$ cat config.mk
export PLATFORM = sky130hd
export DESIGN_NAME = inst_queue_flat
export DESIGN_NICKNAME = d
export VERILOG_FILES = /design/src/rtl/inst_queue_if.sv /design/src/rtl/inst_queue.sv /design/src/flat_wrapper.sv
export SDC_FILE = /design/constraint.sdc
export NUM_CORES = 2
export LEC_CHECK = 0
export CORE_MARGIN = 2
export CORE_UTILIZATION = 40
export CTS_CLUSTER_SIZE = 16
export DETAILED_ROUTE_END_ITERATION = 12
export PLACE_DENSITY_LB_ADDON = 0.3
export SYNTH_ARGS = -nofsm -noshare
export SYNTH_HDL_FRONTEND = slang
export SYNTH_SLANG_ARGS = --single-unit
$ cat constraint.sdc
create_clock -name clk -period 15.9 [get_ports clk]
set_clock_uncertainty 0.15 [all_clocks]
set_input_delay 4.77 -clock clk [delete_from_list [all_inputs] [get_ports clk]]
set_output_delay 4.77 -clock clk [all_outputs]
set_load 0.02 [all_outputs]
$ cat src/rtl/inst_queue_if.sv
// Fetch-side and decode-side signal bundle for the dual-slot instruction queue.
// The master side is the pipeline (fetch + decode). The queue itself uses the slave side.
interface inst_queue_if;
  // Handshake semantics:
  // - Fetch: a slot is accepted at an edge only when in_valid marks it and in_ready was high in that cycle.
  //   Otherwise fetch holds the slot.
  // - Decode: issue_cnt names how many of the out_valid slots are consumed at the edge.
  logic [1:0]       in_valid;
  logic [1:0][63:0] in_pc;
  logic [1:0][31:0] in_instr;
  logic             in_ready;
  logic [1:0]       issue_cnt;
  logic [1:0]       out_valid;
  logic [1:0][63:0] out_pc;
  logic [1:0][31:0] out_instr;

  modport master (
    output in_valid, in_pc, in_instr, issue_cnt,
    input  in_ready, out_valid, out_pc, out_instr
  );

  modport slave (
    input  in_valid, in_pc, in_instr, issue_cnt,
    output in_ready, out_valid, out_pc, out_instr
  );
endinterface

$ cat src/rtl/inst_queue.sv
// Dual-slot circular instruction queue between fetch and dual-issue decode.
// It accepts up to two pushes and two pops per cycle, and flush clears the pointers.
module inst_queue #(
  parameter int DEPTH = 16,
  localparam int AW = $clog2(DEPTH)
) (
  input  logic          clk,
  input  logic          rst,
  input  logic          flush,
  input  logic          stall_id,
  inst_queue_if.slave   q,
  output logic [AW:0]   count
);

  logic [AW-1:0] head;
  logic [AW-1:0] tail;
  logic [AW-1:0] head_p1;
  logic [AW-1:0] tail_p1;
  logic [1:0]    n_push;
  logic [1:0]    n_pop;
  logic [1:0]    issue_eff;

  logic [63:0] pc_mem    [DEPTH];
  logic [31:0] instr_mem [DEPTH];

  assign head_p1 = head + AW'(1);
  assign tail_p1 = tail + AW'(1);

  // in_ready looks only at registered count, so fetch never sees a path from decode.
  assign q.in_ready = (count <= (AW+1)'(DEPTH - 2));

  always_comb begin
    n_push = 2'd0;
    if (!flush && q.in_ready) begin
      case (q.in_valid)
        2'b01:   n_push = 2'd1;
        2'b11:   n_push = 2'd2;
        default: n_push = 2'd0;
      endcase
    end
  end

  always_comb begin
    issue_eff = (q.issue_cnt == 2'd3) ? 2'd2 : q.issue_cnt;
    n_pop     = 2'd0;
    if (!flush && !stall_id) begin
      if (count == '0)
        n_pop = 2'd0;
      else if (count == (AW+1)'(1))
        n_pop = (issue_eff != 2'd0) ? 2'd1 : 2'd0;
      else
        n_pop = issue_eff;
    end
  end

  always_ff @(posedge clk or negedge rst) begin
    if (!rst) begin
      head  <= '0;
      tail  <= '0;
      count <= '0;
    end else if (flush) begin
      head  <= '0;
      tail  <= '0;
      count <= '0;
    end else begin
      head  <= head + AW'(n_pop);
      tail  <= tail + AW'(n_push);
      count <= count + (AW+1)'(n_push) - (AW+1)'(n_pop);
    end
  end

  // The storage array is not reset, because out_valid gates every read.
  always_ff @(posedge clk) begin
    if (n_push != 2'd0) begin
      pc_mem[tail]    <= q.in_pc[0];
      instr_mem[tail] <= q.in_instr[0];
    end
    if (n_push == 2'd2) begin
      pc_mem[tail_p1]    <= q.in_pc[1];
      instr_mem[tail_p1] <= q.in_instr[1];
    end
  end

  always_comb begin
    q.out_valid    = 2'b00;
    q.out_pc[0]    = 64'd0;
    q.out_pc[1]    = 64'd0;
    q.out_instr[0] = 32'd0;
    q.out_instr[1] = 32'd0;
    if (count >= (AW+1)'(1)) begin
      q.out_valid[0] = 1'b1;
      q.out_pc[0]    = pc_mem[head];
      q.out_instr[0] = instr_mem[head];
    end
    if (count >= (AW+1)'(2)) begin
      q.out_valid[1] = 1'b1;
      q.out_pc[1]    = pc_mem[head_p1];
      q.out_instr[1] = instr_mem[head_p1];
    end
  end

endmodule

$ cat src/flat_wrapper.sv
// flat-port wrapper written by rule: the top's interface ports become plain ports
module inst_queue_flat 
#(
  parameter int DEPTH = 16,
  localparam int AW = $clog2(DEPTH)
)
  (clk, rst, flush, stall_id, count, q_in_valid, q_in_pc, q_in_instr, q_issue_cnt, q_in_ready, q_out_valid, q_out_pc, q_out_instr);
  inst_queue_if q_i ();
  input  logic clk;
  input  logic rst;
  input  logic flush;
  input  logic stall_id;
  output logic [AW:0] count;
  input wire logic [$bits(q_i.in_valid)-1:0] q_in_valid;
  input wire logic [$bits(q_i.in_pc)-1:0] q_in_pc;
  input wire logic [$bits(q_i.in_instr)-1:0] q_in_instr;
  input wire logic [$bits(q_i.issue_cnt)-1:0] q_issue_cnt;
  output wire logic [$bits(q_i.in_ready)-1:0] q_in_ready;
  output wire logic [$bits(q_i.out_valid)-1:0] q_out_valid;
  output wire logic [$bits(q_i.out_pc)-1:0] q_out_pc;
  output wire logic [$bits(q_i.out_instr)-1:0] q_out_instr;
  assign q_i.in_valid = q_in_valid;
  assign q_i.in_pc = q_in_pc;
  assign q_i.in_instr = q_in_instr;
  assign q_i.issue_cnt = q_issue_cnt;
  assign q_in_ready = q_i.in_ready;
  assign q_out_valid = q_i.out_valid;
  assign q_out_pc = q_i.out_pc;
  assign q_out_instr = q_i.out_instr;
  inst_queue #(.DEPTH(DEPTH)) u_core (.clk(clk), .rst(rst), .flush(flush), .stall_id(stall_id), .q(q_i), .count(count));
endmodule
==> out/metrics.cfg <==
[clocking]
cts_buffer_depth = 3
post_cts_buffers = 0
numCtsBuffers = 177
clkLatencyLatePin_ns = 0.82
hold_buffers = 0
cts_tree = yes
root_buffer = clkbuf_16
clkSinkCount = 1549
cts.repair.resized = 0
clk_pin_slew_worst_paths_ns = 0.06
htreeDepth = 4

[route]
firstDrtPassIters = 5
wl_met2_um = 145000
drt-wirelength-per-cell_um = 37.1
wl_um = 312000
drtAntennaViolNets = 0
vias_per_cell = 6.65
top_layer = met5
drc_errors = 0
drtIter0Drc = 7129
route.vias.total = 55900
wl_met1_um = 123000
dr_wl_met3_um = 31800

[timing]
fin_crit_sh_pct = 69.7
report.final.slew_viol_count = 0
slew_headroom_pct = 16.4
finalSetupTns_ns = 0
worst_pin_slew_ns = 1.25
timing.final.crit_period_ns = 11.09
hold_viol_final = 0
clock.fmax_ghz = 0.0902
rsz0062_at_grt = no
setup_viol = 0

[final_layout]
syn_to_final_growth_pct = 12.7
fin_cells = 8406
nNetsFinal = 5492
drive_gt1_share_pct = 50.1

[power_and_ir_drop]
power_density_nw_per_um2 = 122
p_sw_share_pct = 31.8
pwr-share-comb_pct = 30.7
vdd_drop_max_v = 0.000227
p_leak_nw = 29.9
p_sw_mw = 3.92
pwr-share-seq_pct = 37.4
finalPower_mw = 12.3
p_int_mw = 8.43
pwr-share-clk_pct = 31.9

[critical_path]
worst_ep_arrival_time_ns = 6.17
critPathKind = reg2out
cp_max_fo = 62
required_ns = 10.98
crit_path_start_kind = flop
cp-end-kind = primary output

[floorplan]
core-area_um2 = 223000
fp.dieArea_um2 = 228000
num_io_pins = 400
fp-row-count = 173
die_w_um = 478
chipHeight_um = 478
start_util_pct = 40.3

[logic_synthesis]
synthCells = 5195
synth_ff_type = edfxtp_1
syn_avg_cell_area_um2 = 17.3
ys_warn_count = 0
synth_top_cells_by_count = 1,536 x edfxtp_1, 1,525 x mux2_2, 768 x mux4_2
synth_top_area_share_pct = 51.4
synth_edf_count = 1536
yosysSeqAreaShare_pct = 51.7
ys_top_cells_by_area = edfxtp_1 51%, mux4_2 19%, mux2_2 19%
synth.most_common_cell = edfxtp_1
synth_area_um2 = 89800
async_reset_ff_share_pct = 0.839
synth.distinct_cells = 48
syn_nets = 5414
yosysTopAreaCell = edfxtp_1
ys_seq_elements = 1549

[global_routing]
antenna_found_initial = 59
track_usage_pct = 26.7
grt_overflow_total = 0
grt_max_degree = 138
first_global_vias = 56000
grt_pass1_wl_um = 435000

[outcome]
outcome = finished, final reports clean

[placement]
place_inst = 8069
hpwlAfterDp_um = 160000
portBuffers = 399
gp_congestion = 0.782

[flow_run]
drv_cap = 0

[worst_hold_path]
min_path_type = reg2reg

[power groups by stage]
stage / clock network (mW) / registers, mW / logic (mW)
finish: 3.94 / 4.62 / 3.79
CTS: 3.99 / 4.62 / 3.79
detailed placement: 0 / 4.71 / 3.77
global placement: 0 / 4.70 / 3.75
global route: 4.14 / 4.63 / 3.95
floorplan: 0 / 4.69 / 2.23
[layout make-up]
| cell class | count | area, um^2 |
|---|---|---|
| fill | 19200 | 122000 |
| sequential | 1549 | 46500 |
| multi-input combinational | 3002 | 40400 |
| timing repair buffer | 529 | 5110 |
| clock buffer | 222 | 4680 |
| tap | 2975 | 3720 |
| clock inverter | 86 | 696 |
| antenna | 29 | 72.6 |
| inverter | 14 | 52.6 |
[flip-flops by register name (all words and copies together), names as in the netlist]
register,count
u_core.instr_mem,512
u_core.tail,4
u_core.head,4
u_core.pc_mem,1024
u_core.count,5
[cells by family after synthesis]
group,after synthesis,share of synthesized area (%)
AO/OA/AOI/OAI,418,3.08
buffers and inverters,644,3.67
XOR/XNOR,8,0.0780
flip-flops,1549,51.7
adder cells (fa/ha/maj),19,0.298
multiplexers,2496,40.7
AND/OR/NAND/NOR,61,0.493
[critical path, cell delays in order (launching register included)]
cell,delay (ns)
dfrtp_4,0.99
buf_4,0.83
buf_4,0.86
buf_4,0.90
mux4_2,0.60
mux2i_1,0.18
o22ai_1,0.20
clkdlybuf4s50_1,0.63
[metrics by stage]
stage          area [um^2]  utilization, %  hold slack (ns)  setup slack, ns
6_report            101000            45.4            0.606             4.81
5_1_grt             101000            45.4            0.656             4.39
4_1_cts             101000            45.4            0.604             4.62
3_5_place_dp         95800            43.0            0.596             5.53
3_3_place_gp         95800            43.0            0.557             5.63
2_1_floorplan        89800               -            0.459             4.89
[routing by layer]
layer / GRT usage [%] / vias to the layer above
met3: 6.34 / 636
li1: - / 21800
met4: 10.1 / 52
met1: 36.4 / 30000
met5: 0 / -
met2: 41.4 / 3373
[worst paths after layout]
path,start,to,slack (ns),cells after the start
setup / recovery,u_core.head[0]$_DFF_PN0_,q_out_pc[110],4.81,7
hold / removal,u_core.tail[2]$_DFF_PN0_,u_core.tail[2]$_DFF_PN0_,0.61,2
setup reg to reg,u_core.count[4]$_DFF_PN0_,u_core.instr_mem[0][15]$_DFFE_PP_,11.35,8
hold reg to reg,u_core.tail[2]$_DFF_PN0_,u_core.tail[2]$_DFF_PN0_,0.61,2
max in group asynchronous,rst,u_core.head[0]$_DFF_PN0_,10.83,1
min in group asynchronous,rst,u_core.count[1]$_DFF_PN0_,4.22,1
[cell usage in the layout (no fill, tap or decap), drive strengths merged, types with 2 or more instances in the layout]
cell	n
buf	130
edfxtp	1536
a22oi	192
o2111ai	2
nand2b	3
inv	16
diode	29
nand3b	2
a21o	2
ha	15
nand2	5
fa	4
mux2	1536
clkinvlp	7
clkdlybuf4s50	399
xnor2	5
nor2	28
nor2b	11
bufinv	10
dfrtp	13
o21ai	3
xor2	3
o22ai	112
o211ai	2
mux4	768
mux2i	192
a21oi	101
clkinv	67
nand3	5
clkbuf	222
Note: power is estimated with default switching activity, not from simulation.
